### config.mk
export PLATFORM = sky130hd
export DESIGN_NAME = wb_chip_bus
export DESIGN_NICKNAME = d
export VERILOG_FILES = /design/src/rtl/wb_chip_bus_pkg.sv /design/src/rtl/wb_chip_bus_decode.sv /design/src/rtl/wb_chip_bus.sv
export SDC_FILE = /design/constraint.sdc
export NUM_CORES = 1
export LEC_CHECK = 0
export CELL_PAD_IN_SITES_DETAIL_PLACEMENT = 0
export CELL_PAD_IN_SITES_GLOBAL_PLACEMENT = 2
export CORE_MARGIN = 4
export CORE_UTILIZATION = 24
export CTS_CLUSTER_DIAMETER = 60
export DETAILED_ROUTE_END_ITERATION = 10
export PLACE_DENSITY = 0.79
export SYNTH_ARGS = -nofsm -noshare
export SYNTH_HDL_FRONTEND = slang
export SYNTH_SLANG_ARGS = --single-unit
### constraint.sdc
create_clock -name clock -period 2.5 [get_ports clock]
set_input_delay 0.625 -clock clock [delete_from_list [all_inputs] [get_ports clock]]
set_output_delay 0.625 -clock clock [all_outputs]
set_load 0.02 [all_outputs]
### src/rtl/wb_chip_bus_pkg.sv
// Shared constants, decode payload and helpers for the wb_chip_bus backdoor interconnect.
package wb_chip_bus_pkg;

    localparam int unsigned DATA_W  = 32;
    localparam int unsigned ADDR_W  = 32;
    localparam int unsigned CNT_W   = 16;
    localparam int unsigned MAX_SLV = 32;
    localparam int unsigned IDX_W   = 5;

    localparam logic [1:0] REGION_ROM  = 2'd0;
    localparam logic [1:0] REGION_RAM  = 2'd1;
    localparam logic [1:0] REGION_CSR  = 2'd2;
    localparam logic [1:0] REGION_NONE = 2'd3;

    localparam logic [1:0] ST_IDLE = 2'd0;
    localparam logic [1:0] ST_BUSY = 2'd1;
    localparam logic [1:0] ST_DONE = 2'd2;

    localparam logic [1:0] CSR_ERR_COUNT = 2'd0;
    localparam logic [1:0] CSR_LAST_ERR  = 2'd1;
    localparam logic [1:0] CSR_CONFIG    = 2'd2;
    localparam logic [1:0] CSR_RSVD      = 2'd3;

    // Result of address decode: slave hit (valid & !is_csr), CSR hit, or unmapped (!valid)
    typedef struct packed {
        logic             valid;
        logic             is_csr;
        logic [IDX_W-1:0] idx;
    } decode_t;

    function automatic logic [CNT_W-1:0] sat_inc(input logic [CNT_W-1:0] v);
        return (v == '1) ? v : v + CNT_W'(1);
    endfunction

endpackage

### src/rtl/wb_chip_bus_decode.sv
// Combinational host-address decoder: region, select field range check and flat slave index.
module wb_chip_bus_decode
    import wb_chip_bus_pkg::*;
#(
    parameter int unsigned NUM_ROMS    = 1,
    parameter int unsigned NUM_RAMS    = 2,
    parameter int unsigned ROM_SEL_LSB = 10,
    parameter int unsigned RAM_SEL_LSB = 9
) (
    input  logic [ADDR_W-1:0] addr,
    output decode_t           dec_c
);

    logic [3:0] rom_sel;
    logic [3:0] ram_sel;
    logic       unused_addr;

    assign rom_sel     = addr[ROM_SEL_LSB +: 4];
    assign ram_sel     = addr[RAM_SEL_LSB +: 4];
    assign unused_addr = ^addr;

    always_comb begin
        dec_c = '0;
        case (addr[17:16])
            REGION_ROM: begin
                dec_c.valid = (32'(rom_sel) < NUM_ROMS);
                dec_c.idx   = IDX_W'(rom_sel);
            end
            REGION_RAM: begin
                dec_c.valid = (32'(ram_sel) < NUM_RAMS);
                dec_c.idx   = IDX_W'(NUM_ROMS) + IDX_W'(ram_sel);
            end
            REGION_CSR: begin
                dec_c.valid  = 1'b1;
                dec_c.is_csr = 1'b1;
            end
            default: dec_c = '0;
        endcase
    end

endmodule

### src/rtl/wb_chip_bus.sv
// Registered Wishbone backdoor interconnect: one outstanding transaction, error termination, CSR window.
// Optional busy-timeout termination is enabled by defining WB_CHIP_BUS_TIMEOUT_EN.
module wb_chip_bus
    import wb_chip_bus_pkg::*;
#(
    parameter int unsigned NUM_ROMS       = 1,
    parameter int unsigned NUM_RAMS       = 2,
    parameter int unsigned ROM_SEL_LSB    = 10,
    parameter int unsigned RAM_SEL_LSB    = 9,
    parameter int unsigned TIMEOUT_CYCLES = 255
) (
    input  logic                                 clock,
    input  logic                                 reset,
    input  logic [DATA_W-1:0]                    wb_data_i,
    input  logic [ADDR_W-1:0]                    wb_addr_i,
    input  logic                                 wb_cyc_i,
    input  logic                                 wb_strobe_i,
    input  logic                                 wb_we_i,
    output logic [DATA_W-1:0]                    wb_data_o,
    output logic                                 wb_ack_o,
    output logic                                 wb_err_o,
    output logic [DATA_W-1:0]                    s_data_o,
    output logic [ADDR_W-1:0]                    s_addr_o,
    output logic                                 s_we_o,
    output logic                                 s_cyc_o,
    output logic [NUM_ROMS+NUM_RAMS-1:0]         s_strobe_o,
    input  logic [DATA_W*(NUM_ROMS+NUM_RAMS)-1:0] s_data_i,
    input  logic [NUM_ROMS+NUM_RAMS-1:0]         s_ack_i
);

    localparam int unsigned NUM_SLV = NUM_ROMS + NUM_RAMS;
    localparam int unsigned PAD_W   = DATA_W * MAX_SLV;

    decode_t                dec_c;
    logic [1:0]             state_q, state_d;
    logic [IDX_W-1:0]       tgt_q, tgt_d;
    logic [CNT_W-1:0]       err_cnt_q, err_cnt_d;
    logic [ADDR_W-1:0]      last_err_q, last_err_d;
    logic [DATA_W-1:0]      rdata_d, sdata_d, csr_rdata;
    logic [ADDR_W-1:0]      saddr_d;
    logic                   ack_d, err_d, swe_d, scyc_d;
    logic [NUM_SLV-1:0]     sstb_d;
    logic [MAX_SLV-1:0]     ack_pad;
    logic [PAD_W-1:0]       data_pad;

    wb_chip_bus_decode #(
        .NUM_ROMS    (NUM_ROMS),
        .NUM_RAMS    (NUM_RAMS),
        .ROM_SEL_LSB (ROM_SEL_LSB),
        .RAM_SEL_LSB (RAM_SEL_LSB)
    ) u_decode (
        .addr  (wb_addr_i),
        .dec_c (dec_c)
    );

    // Zero-padded views so the latched target index selects with an exact-width index
    assign ack_pad  = MAX_SLV'(s_ack_i);
    assign data_pad = PAD_W'(s_data_i);

    always_comb begin
        case (wb_addr_i[3:2])
            CSR_ERR_COUNT: csr_rdata = DATA_W'(err_cnt_q);
            CSR_LAST_ERR:  csr_rdata = last_err_q;
            CSR_CONFIG:    csr_rdata = {16'h0000, 8'(NUM_RAMS), 8'(NUM_ROMS)};
            default:       csr_rdata = '0;
        endcase
    end

`ifdef WB_CHIP_BUS_TIMEOUT_EN
    localparam int unsigned TMR_W = (TIMEOUT_CYCLES > 1) ? $clog2(TIMEOUT_CYCLES) : 1;
    logic [TMR_W-1:0] timer_q, timer_d;
`endif

    always_comb begin
        state_d    = state_q;
        tgt_d      = tgt_q;
        err_cnt_d  = err_cnt_q;
        last_err_d = last_err_q;
        rdata_d    = wb_data_o;
        saddr_d    = s_addr_o;
        sdata_d    = s_data_o;
        swe_d      = s_we_o;
        scyc_d     = s_cyc_o;
        sstb_d     = s_strobe_o;
        ack_d      = 1'b0;
        err_d      = 1'b0;
`ifdef WB_CHIP_BUS_TIMEOUT_EN
        timer_d    = timer_q;
`endif
        case (state_q)
            ST_IDLE: begin
                if (wb_cyc_i && wb_strobe_i) begin
                    saddr_d = wb_addr_i;
                    sdata_d = wb_data_i;
                    swe_d   = wb_we_i;
                    tgt_d   = dec_c.idx;
                    if (dec_c.valid && !dec_c.is_csr) begin
                        state_d = ST_BUSY;
                        scyc_d  = 1'b1;
                        sstb_d  = NUM_SLV'(1) << dec_c.idx;
`ifdef WB_CHIP_BUS_TIMEOUT_EN
                        timer_d = '0;
`endif
                    end else if (dec_c.valid) begin
                        state_d = ST_DONE;
                        ack_d   = 1'b1;
                        rdata_d = csr_rdata;
                    end else begin
                        state_d    = ST_DONE;
                        err_d      = 1'b1;
                        rdata_d    = '0;
                        err_cnt_d  = sat_inc(err_cnt_q);
                        last_err_d = wb_addr_i;
                    end
                end
            end
            ST_BUSY: begin
                // Host abandonment takes priority; the transaction vanishes without termination
                if (!wb_cyc_i) begin
                    state_d = ST_IDLE;
                    scyc_d  = 1'b0;
                    sstb_d  = '0;
                end else if (ack_pad[tgt_q]) begin
                    state_d = ST_DONE;
                    ack_d   = 1'b1;
                    rdata_d = data_pad[{tgt_q, 5'b00000} +: DATA_W];
                    scyc_d  = 1'b0;
                    sstb_d  = '0;
                end
`ifdef WB_CHIP_BUS_TIMEOUT_EN
                else if (timer_q == TMR_W'(TIMEOUT_CYCLES - 1)) begin
                    state_d    = ST_DONE;
                    err_d      = 1'b1;
                    rdata_d    = '0;
                    scyc_d     = 1'b0;
                    sstb_d     = '0;
                    err_cnt_d  = sat_inc(err_cnt_q);
                    last_err_d = s_addr_o;
                end else begin
                    timer_d = timer_q + TMR_W'(1);
                end
`endif
            end
            ST_DONE: state_d = ST_IDLE;
            default: state_d = ST_IDLE;
        endcase
    end

    always_ff @(posedge clock) begin
        if (!reset) begin
            state_q    <= ST_IDLE;
            tgt_q      <= '0;
            err_cnt_q  <= '0;
            last_err_q <= '0;
            wb_data_o  <= '0;
            wb_ack_o   <= 1'b0;
            wb_err_o   <= 1'b0;
            s_addr_o   <= '0;
            s_data_o   <= '0;
            s_we_o     <= 1'b0;
            s_cyc_o    <= 1'b0;
            s_strobe_o <= '0;
        end else begin
            state_q    <= state_d;
            tgt_q      <= tgt_d;
            err_cnt_q  <= err_cnt_d;
            last_err_q <= last_err_d;
            wb_data_o  <= rdata_d;
            wb_ack_o   <= ack_d;
            wb_err_o   <= err_d;
            s_addr_o   <= saddr_d;
            s_data_o   <= sdata_d;
            s_we_o     <= swe_d;
            s_cyc_o    <= scyc_d;
            s_strobe_o <= sstb_d;
        end
    end

`ifdef WB_CHIP_BUS_TIMEOUT_EN
    always_ff @(posedge clock) begin
        if (!reset) begin
            timer_q <= '0;
        end else begin
            timer_q <= timer_d;
        end
    end
`endif

endmodule

==> results.toml <==
[outcome]
status = "finished, final reports clean"

[timing]
fin_skew_ns = 0.009854
maxSlewHeadroom_pct = 56.58
fmax_mhz = 429.5
period_share_pct = 93.12
hold_viol = 0
worst_pin_slew_ns = 0.6422
holdWs_ns = 0.4539
rsz0062_at_grt = "false"
fin_crit_ns = 2.328
report.final.slew_viol_count = 0
finalSetupViolations = 0

[grt]
overflow = 0
grt_first_pass_wirelength_um = 39100
grt_usage_pct = 15.55
grt_max_degree = 78
antenna_found_initial = 1
grt_pass1_vias = 6777

[floorplanning]
io-pin-count = 271
coreArea_sq_um = 28780
die_w_um = 179.2
dieArea_sq_um = 32130
die_y_um = 179.2
rows = 62
initial_utilization_pct = 24.45

[detailed_routing]
wl_um = 26090
drc = 0
vias = 7076
wl_met2_um = 11290
routedLengthMet1_um = 12310
ant_nets = 0
highest_layer = "met5"
drt_first_pass_iters = 6
drt-initial-drc-count = 385
wire_per_inst_um = 16.79
dr_wl_met3_um = 2209
viasPerCell = 4.553

[synthesis]
syn-cell-area_sq_um = 7038
synth.distinct_cells = 58
synth_edf_count = 0
synth_cells = 869
ys.flop_type = "dfxtp_1"
synth_area_leaders = "dfxtp_1, nand2_1, a21oi_1"
synth_nets = 1039
seq_area_frac_synth_pct = 44.94
async_flop_share_pct = 0
ys_ff_latch = 158
yosysTopAreaCellShare_pct = 44.94
ys_warn_count = 0
yosysTopAreaCell = "dfxtp_1"
syn_area_per_cell_sq_um = 8.099

[setup_path]
worst_path_max_delay_cell = "or4_4"
path_cells = "clkdlybuf4s50_1 > or4_4 > buf_4 > o211ai_4 > a31oi_1 > nand4_1 > mux2i_1"
worstSetupPathType = "in2reg"
arrival_ns = 2.68
crit_family = "simple AND/OR/NAND/NOR gates"
path_buf_inv = 2
worstPathRequired_ns = 2.86
slowest_delay_ns = 0.60
cp-start-kind = "input pin"
crit_fanout = 9
endpoint_kind = "flip-flop"

[place]
port-buffer-count = 270
place_area_sq_um = 10550
gp_congestion = 0.8117
dp_hpwl_um = 19490

[cts]
ctsResizeCount = 0
cts_root_buf = "clkbuf_16"
cts.sinks = 158
cts_buffers = 17
post_cts_buffers = 0
cts_tree = "yes"
clock_path_buffers = 2
htree_levels = 4
insertion_delay_ns = 0.43
cts_hold_buf = 0
path_clk_slew_ns = 0.06

[power_and_ir_drop]
vdd_drop_max_mv = 0.2601
power_density_nw_per_um2 = 591.2
p_leak_uw = 0.003822

[worst_hold_path]
hold_path_class = "reg2reg"

[cells_and_area]
design_area_sq_um = 11170
fillers = 2944
utilization_pct = 38.81
syn_to_final_growth_pct = 58.68
nets = 1329
antenna_cells = 0
drive_above_1_share_pct = 12.22

[flow_run]
maxCapViolCount = 0
## placed cells by master (no fill, tap or decap), types with 17 or more instances in the layout
cell type,instances
o21ai_0,40
clkdlybuf4s50_1,269
buf_4,62
a21oi_2,28
clkbuf_16,17
a21oi_1,115
mux2i_1,37
nand2_1,251
dfxtp_1,157
o21ai_1,28
## worst min-delay path, cell delays in order (launching register included)
cell,delay (ns)
dfxtp_1,0.31
nand2_1,0.05
a21oi_1,0.05
## cells in the mapped netlist (all sizes together) (2+ instances only)
| cell type | number |
|---|---|
| a32o | 2 |
| mux2i | 37 |
| nand2b | 7 |
| or4 | 4 |
| inv | 9 |
| nand3 | 4 |
| a21oi | 143 |
| nor2 | 17 |
| a31oi | 4 |
| a22oi | 16 |
| o311ai | 2 |
| or2 | 3 |
| or3 | 2 |
| nor3 | 2 |
| ha | 2 |
| nand4 | 4 |
| nor2b | 5 |
| nor4b | 4 |
| nor4 | 7 |
| o31ai | 4 |
| a211oi | 3 |
| xnor2 | 6 |
| dfxtp | 158 |
| a222oi | 14 |
| clkbuf | 46 |
| o211a | 2 |
| and4bb | 2 |
| o21ai | 69 |
| nand2 | 251 |
| buf | 23 |
## worst paths after layout
path	slack (ns)	depth (start not counted)	start	to
worst max register to register	0.49	6	tgt_q[1]$_SDFFE_PN0P_	s_strobe_o[0]$_SDFFE_PN0P_
worst min register to register	0.45	2	s_addr_o[0]$_SDFFE_PN0P_	s_addr_o[0]$_SDFFE_PN0P_
worst max-delay path	0.17	7	wb_addr_i[10]	err_cnt_q[3]$_SDFFE_PN0P_
worst min-delay path	0.45	2	s_addr_o[0]$_SDFFE_PN0P_	s_addr_o[0]$_SDFFE_PN0P_
## report_power, final
part	total, uW	switching [uW]	internal (uW)
clock network	2820	1060	1760
logic	1090	515	570
registers	2700	66.7	2630
## through the flow
step	total power, uW	worst slack, ns	std cells	setup TNS (ns)
5_1_grt	6898	0.06742	1554	0
2_1_floorplan	3192	0.2667	869	0
6_report	6603	0.1720	1554	0
4_1_cts	6719	0.2022	1554	0
3_5_place_dp	3849	-0.2491	1524	-15.80
3_3_place_gp	3843	-0.2411	1524	-13.29
## registers in the layout (all words and copies together), names as in the netlist, 2 cells and up
signal and flops:
s_data_o 32, err_cnt_q 16, s_addr_o 32, state_q 2, last_err_q 32, wb_data_o 32, s_strobe_o 3, tgt_q 5
## logic make-up (layout without fill, tap and decap cells)
family | after synthesis | after routing | synth area share (%)
AND/OR/NAND/NOR | 320 | 320 | 19.93
AO/OA/AOI/OAI | 267 | 267 | 23.59
flip-flops | 158 | 158 | 44.94
buffers and inverters | 78 | 379 | 5.049
multiplexers | 37 | 37 | 5.262
XOR/XNOR | 7 | 7 | 0.8711
adder cells (fa/ha/maj) | 2 | 2 | 0.3555
## layer usage
metal  GRT usage [%]  vias to the layer above
met4           3.935                        2
met5               0                        -
li1                -                     3605
met2           23.18                      229
met3           4.344                       20
met1           22.13                     3220
## final cells by class
cell class	count	area [sq um]	area share, %
Inverter	9	36.28	0.3249
Timing Repair Buffer	340	3323	29.76
Tap cell	384	480.5	4.302
Sequential cell	158	3164	28.33
Clock buffer	19	432.9	3.876
Clock inverter	11	190.2	1.703
Multi-Input combinational cell	633	3541	31.71
(Power assumes the default switching activity.)
